$ cat src/rtl/mini_src_pkg.sv
// Shared opcode, ALU and state definitions for the Mini SRC control unit.
package mini_src_pkg;

  localparam int OPW = 5;

  localparam logic [OPW-1:0] OP_LD   = 5'b00000;
  localparam logic [OPW-1:0] OP_ST   = 5'b00010;
  localparam logic [OPW-1:0] OP_ADD  = 5'b00011;
  localparam logic [OPW-1:0] OP_SUB  = 5'b00100;
  localparam logic [OPW-1:0] OP_AND  = 5'b00101;
  localparam logic [OPW-1:0] OP_OR   = 5'b00110;
  localparam logic [OPW-1:0] OP_ADDI = 5'b01100;
  localparam logic [OPW-1:0] OP_BR   = 5'b10011;
  localparam logic [OPW-1:0] OP_JR   = 5'b10100;
  localparam logic [OPW-1:0] OP_JAL  = 5'b10101;
  localparam logic [OPW-1:0] OP_NOP  = 5'b11010;
  localparam logic [OPW-1:0] OP_HALT = 5'b11011;

  localparam logic [OPW-1:0] ALU_ADD = 5'b00011;

  typedef enum logic [3:0] {
    S_RST, S_T0, S_T1, S_T2, S_T3, S_T4, S_T5, S_T6, S_T7, S_HALT
  } state_e;

  // Instruction families that share an execute sequence.
  typedef enum logic [3:0] {
    C_ALU, C_ADDI, C_LD, C_ST, C_BR, C_JR, C_JAL, C_HALT, C_NOP
  } op_class_e;

  function automatic op_class_e op_class(input logic [OPW-1:0] op);
    case (op)
      OP_ADD, OP_SUB, OP_AND, OP_OR: op_class = C_ALU;
      OP_ADDI: op_class = C_ADDI;
      OP_LD:   op_class = C_LD;
      OP_ST:   op_class = C_ST;
      OP_BR:   op_class = C_BR;
      OP_JR:   op_class = C_JR;
      OP_JAL:  op_class = C_JAL;
      OP_HALT: op_class = C_HALT;
      default: op_class = C_NOP;
    endcase
  endfunction

endpackage

$ cat src/rtl/mini_src_control_unit.sv
// Hardwired Moore sequencer driving the Mini SRC datapath controls.
module mini_src_control_unit
  import mini_src_pkg::*;
(
  input  logic        clk,
  input  logic        clr,
  input  logic [31:0] ir,
  input  logic        con_ff,
  input  logic        mem_rdy,
  output logic        Pout,
  output logic        MARen,
  output logic        MDRen,
  output logic        MDROut,
  output logic        IRen,
  output logic        Pen,
  output logic        IncPC,
  output logic        Read,
  output logic        Write,
  output logic        Gra,
  output logic        Grb,
  output logic        Grc,
  output logic        Rin,
  output logic        Rout,
  output logic        BAout,
  output logic        Cout,
  output logic        ConIn,
  output logic        Yen,
  output logic        ZLOen,
  output logic        ZHIen,
  output logic        ZLOout,
  output logic        ZHIout,
  output logic        R15en,
  output logic [4:0]  alu_control,
  output logic        run
);

  state_e          state_q, state_d;
  logic [OPW-1:0]  opcode;
  op_class_e       cls;
  logic            unused_ir;

  assign opcode    = ir[31:32-OPW];
  assign cls       = op_class(opcode);
  assign unused_ir = ^ir[31-OPW:0];

  // State register with synchronous clear.
  always_ff @(posedge clk) begin
    if (clr) state_q <= S_RST;
    else     state_q <= state_d;
  end

  // Next-state: fetch, then dispatch on the opcode class from T3.
  always_comb begin
    state_d = S_T0;
    case (state_q)
      S_RST:  state_d = S_T0;
      S_T0:   state_d = S_T1;
      S_T1:   state_d = mem_rdy ? S_T2 : S_T1;
      S_T2:   state_d = S_T3;
      S_T3: begin
        case (cls)
          C_ALU, C_ADDI, C_LD, C_ST, C_BR, C_JAL: state_d = S_T4;
          C_HALT:  state_d = S_HALT;
          default: state_d = S_T0;
        endcase
      end
      S_T4:   state_d = (cls == C_JAL) ? S_T0 : S_T5;
      S_T5:   state_d = (cls inside {C_LD, C_ST, C_BR}) ? S_T6 : S_T0;
      S_T6: begin
        case (cls)
          C_LD:    state_d = mem_rdy ? S_T7 : S_T6;
          C_ST:    state_d = S_T7;
          default: state_d = S_T0;
        endcase
      end
      S_T7: begin
        if (cls == C_ST) state_d = mem_rdy ? S_T0 : S_T7;
        else             state_d = S_T0;
      end
      S_HALT: state_d = S_HALT;
      default: state_d = S_RST;
    endcase
  end

  // Output decode from (state, opcode); br's T6 PC load is gated by con_ff.
  always_comb begin
    Pout = 1'b0; MARen = 1'b0; MDRen = 1'b0; MDROut = 1'b0; IRen = 1'b0;
    Pen = 1'b0; IncPC = 1'b0; Read = 1'b0; Write = 1'b0;
    Gra = 1'b0; Grb = 1'b0; Grc = 1'b0; Rin = 1'b0; Rout = 1'b0;
    BAout = 1'b0; Cout = 1'b0; ConIn = 1'b0;
    Yen = 1'b0; ZLOen = 1'b0; ZHIen = 1'b0; ZLOout = 1'b0; ZHIout = 1'b0;
    R15en = 1'b0;
    alu_control = '0;
    run = (state_q != S_HALT);
    case (state_q)
      S_T0: begin Pout = 1'b1; MARen = 1'b1; IncPC = 1'b1; ZLOen = 1'b1; end
      S_T1: begin ZLOout = 1'b1; Pen = 1'b1; Read = 1'b1; MDRen = 1'b1; end
      S_T2: begin MDROut = 1'b1; IRen = 1'b1; end
      S_T3: begin
        case (cls)
          C_ALU, C_ADDI: begin Grb = 1'b1; Rout = 1'b1; Yen = 1'b1; end
          C_LD, C_ST:    begin Grb = 1'b1; BAout = 1'b1; Yen = 1'b1; end
          C_BR:          begin Gra = 1'b1; Rout = 1'b1; ConIn = 1'b1; end
          C_JR:          begin Gra = 1'b1; Rout = 1'b1; Pen = 1'b1; end
          C_JAL:         begin Pout = 1'b1; R15en = 1'b1; end
          default: ;
        endcase
      end
      S_T4: begin
        case (cls)
          C_ALU: begin Grc = 1'b1; Rout = 1'b1; alu_control = opcode; ZLOen = 1'b1; end
          C_ADDI, C_LD, C_ST: begin Cout = 1'b1; alu_control = ALU_ADD; ZLOen = 1'b1; end
          C_BR:  begin Pout = 1'b1; Yen = 1'b1; end
          C_JAL: begin Gra = 1'b1; Rout = 1'b1; Pen = 1'b1; end
          default: ;
        endcase
      end
      S_T5: begin
        case (cls)
          C_ALU, C_ADDI: begin ZLOout = 1'b1; Gra = 1'b1; Rin = 1'b1; end
          C_LD, C_ST:    begin ZLOout = 1'b1; MARen = 1'b1; end
          C_BR:          begin Cout = 1'b1; alu_control = ALU_ADD; ZLOen = 1'b1; end
          default: ;
        endcase
      end
      S_T6: begin
        case (cls)
          C_LD: begin Read = 1'b1; MDRen = 1'b1; end
          C_ST: begin Gra = 1'b1; Rout = 1'b1; MDRen = 1'b1; end
          C_BR: begin ZLOout = 1'b1; Pen = con_ff; end
          default: ;
        endcase
      end
      S_T7: begin
        case (cls)
          C_LD: begin MDROut = 1'b1; Gra = 1'b1; Rin = 1'b1; end
          C_ST: Write = 1'b1;
          default: ;
        endcase
      end
      default: ;
    endcase
  end

endmodule

$ cat config.mk
export PLATFORM = sky130hd
export DESIGN_NAME = mini_src_control_unit
export DESIGN_NICKNAME = d
export VERILOG_FILES = /design/src/rtl/mini_src_pkg.sv /design/src/rtl/mini_src_control_unit.sv
export SDC_FILE = /design/constraint.sdc
export NUM_CORES = 1
export LEC_CHECK = 0
export ABC_AREA = 1
export CAP_MARGIN = 10
export CORE_UTILIZATION = 33
export DETAILED_ROUTE_END_ITERATION = 8
export PLACE_DENSITY = 0.8
export SLEW_MARGIN = 20
export SYNTH_ARGS = -nofsm -noshare
export SYNTH_HDL_FRONTEND = slang
export SYNTH_SLANG_ARGS = --single-unit
export TNS_END_PERCENT = 20
$ cat constraint.sdc
create_clock -name clk -period 1.9 [get_ports clk]
set_input_delay 0.38 -clock clk [delete_from_list [all_inputs] [get_ports clk]]
set_output_delay 0.38 -clock clk [all_outputs]
set_load 0.005 [all_outputs]
==> key figures <==
Setup path
  • Crit path arrival time: about 1.7 ns
  • CP Max Fanout: 6
  • Startpoint Class: primary input
  • R2R depth: 11
  • Worst r2r src: state_q[0]
  • Setup crit end kind: output pin
  • Flop2flop setup slack: about 0.33 ns
  • Reg-to-Reg End: state_q[0]
  • Worst endpoint required time: about 1.5 ns
  • CP Class: in -> out

Clock network
  • H-tree level count: 1
  • Clock tree sinks: 4
  • Worst skew pair latency: 0.26 ns
  • Num CTS Buffers: 3
  • Root buffer cell: clkbuf_4
  • CTS tree: done
  • Clk pin slew, worst setup/hold paths: 0.05 ns
  • Clk buf depth: 2

Detailed routing
  • Via density: 5.49
  • DR vias: 1570
  • Routed Wire Length: 4980 um
  • 1st-pass router iterations: 4
  • Post-route ant nets: 0
  • First DRT Iteration DRCs: 93
  • Post-DR wirelength/cell: around 17 um
  • DRC Markers: 0

Cells and area
  • Post-route insts no fill: 286
  • Post-route cell area: roughly 2000 um^2
  • Final #Nets: just under 300
  • Max FFs per register: 4
  • Commonest non-fill, non-tap cell in the layout: buf_4
  • Area delta synth->final: 134%
  • Regs by FF count: state_q (4)
  • Most frequent cells in the layout: buf_4, nand2_1, nor2_1
  • Ant. Diodes: 0
  • Layout cells sized above 1: 64.0%
  • Top reg by flops: state_q

Pwr
  • Pleak: between 1 and 1.5 nW
  • Pwr Total: roughly 0.62 mW
  • PD cells: 316 nW/um^2
  • Peak VDD IR: a little under 600 uV

GRT
  • Largest net degree at the start of global routing: 7
  • Total global-route track usage: a little under a third
  • Initial antenna violation count: 0
  • Vias in the first global route: 1393
  • First-pass GRT wire length: 6210 um
  • Grt total ovfl: 0

Floorplanning
  • Placement Rows: 17
  • Initial core utilization: 36.4%
  • Die area: 2740 um^2
  • CORE AREA: ~2300 um^2
  • Die width: 52.4 um
  • IO Count: between 60 and 70
  • Chip Height: 52.4 um

Run status
  • Failing checks: negative setup slack
  • Status: complete, but fails checks

Yosys
  • Sequential share of the synthesized area: 9.57%
  • Syn avg cell area: roughly 5.3 um^2
  • Synth unique cells: 25
  • Post-Syn Area: between 800 and 900 um^2
  • Warnings, synthesis: 0
  • #FFs+latches synth: 4
  • Syn Inst Count: 159

Placement
  • # port buffers: 33
  • Pre-CTS setup slack: -0.866 ns
  • RePlAce Congestion: 0.857
  • DP Cell Count: 254
  • DPL Wire Length: 2220 um
  • Placed Area: around 1400 um^2

STA
  • RSZ-0062 raised after global routing: yes
  • Worst setup margin: -0.166 ns
  • Min Tclk post-route: between 2 and 2.5 ns
  • FMAX: 0.484 GHz
  • Worst hold slack: 0.738 ns
  • Final period util: 109%
  • Worst clock skew: 0.0156 ns
  • Setup violations, final: 12
  • Final hold vios: 0
  • Slew Viols, Final: 0

Min path
  • Worst hold path cell count: 2
  • Hold endpoint: state_q[2]
  • Hold Path Class: in -> reg
  • Hold path start: clr

Job
  • Max Cap Viol: 0
cell usage after synthesis:
master	count	area, um^2
nor2_1	30	113
o21ai_2	2	17.5
nand2_1	38	143
nand4_1	3	18.8
o31ai_1	1	7.51
nand3_2	4	40.0
o21a_1	2	15.0
dfxtp_1	4	80.1
nor2_2	1	6.26
o311ai_0	1	8.76
nand3_1	21	105
nand2_4	2	22.5
nor4_1	1	6.26
inv_1	28	105
nor2_4	1	11.3
o21ai_1	1	5.00
inv_2	3	11.3
nand4_4	1	21.3
o21ai_0	3	15.0
nand3_4	1	17.5
a21oi_1	1	5.00
nor3_1	2	10.0
conb_1	1	3.75
buf_4	4	30.0
nand2_2	3	18.8
routing by layer:
metal	track usage [%]	share of wire (%)
met5	0	0
met4	11.8	4.4
met3	5.51	9.8
met2	51.3	44
met1	39.0	42
worst max-delay path by stage:
| stage | startpoint | end | slack (ns) |
|---|---|---|---|
| finish | ir[27] | Write | -0.17 |
| global route | ir[27] | Rout | -0.24 |
| CTS | ir[29] | MDROut | -0.20 |
| detailed placement | ir[27] | Gra | -0.87 |
| global placement | ir[27] | Gra | -0.83 |
| floorplan | ir[29] | Gra | 0.27 |
stage by stage:
step	TNS [ns]	utilization, %
after global routing	-1.96	85.1
after CTS	-0.957	76.0
after floorplan	0	-
after detailed placement	-17.69	63.0
final	-1.35	85.1
after global placement	-17.13	63.0
critical path, cell delays in order:
cell and delay [ns]:
buf_6 0.12, nor2_2 0.11, nand2_2 0.09, nand2_4 0.10
nand3_4 0.12, buf_4 0.17, buf_4 0.13, nor4_2 0.29
buf_2 0.16
final cells by class:
| cell class | instances | area, um^2 |
|---|---|---|
| multi-input combinational | 123 | 902 |
| timing repair buffer | 97 | 771 |
| fill | 114 | 342 |
| inverter | 31 | 136 |
| sequential | 4 | 88.8 |
| tap | 28 | 35.0 |
| clock buffer | 3 | 22.5 |
where the power goes:
group	total, mW	internal, mW	switching, mW
Clock	0.119	0.0715	0.0471
Sequential	0.102	0.0906	0.0119
Combinational	0.398	0.179	0.219
Total	0.619	0.341	0.278
logic make-up after synthesis:
logic type / count (synthesis) / synth area share, %
and+or+nand+nor: 108 / 63.7
buffers and inverters: 35 / 17.5
AOI/OAI and AO/OA: 11 / 8.82
DFF: 4 / 9.57
other: 1 / 0.448
repair_timing:
item / 4_1_cts / 5_1_grt
pin swaps: 19 / 14
hold buffers: 0 / 0
setup endpoints to repair: 26 / 24
resized for setup: 141 / 61
buffers inserted: 17 / 12
Note: power is estimated with default switching activity, not from simulation.
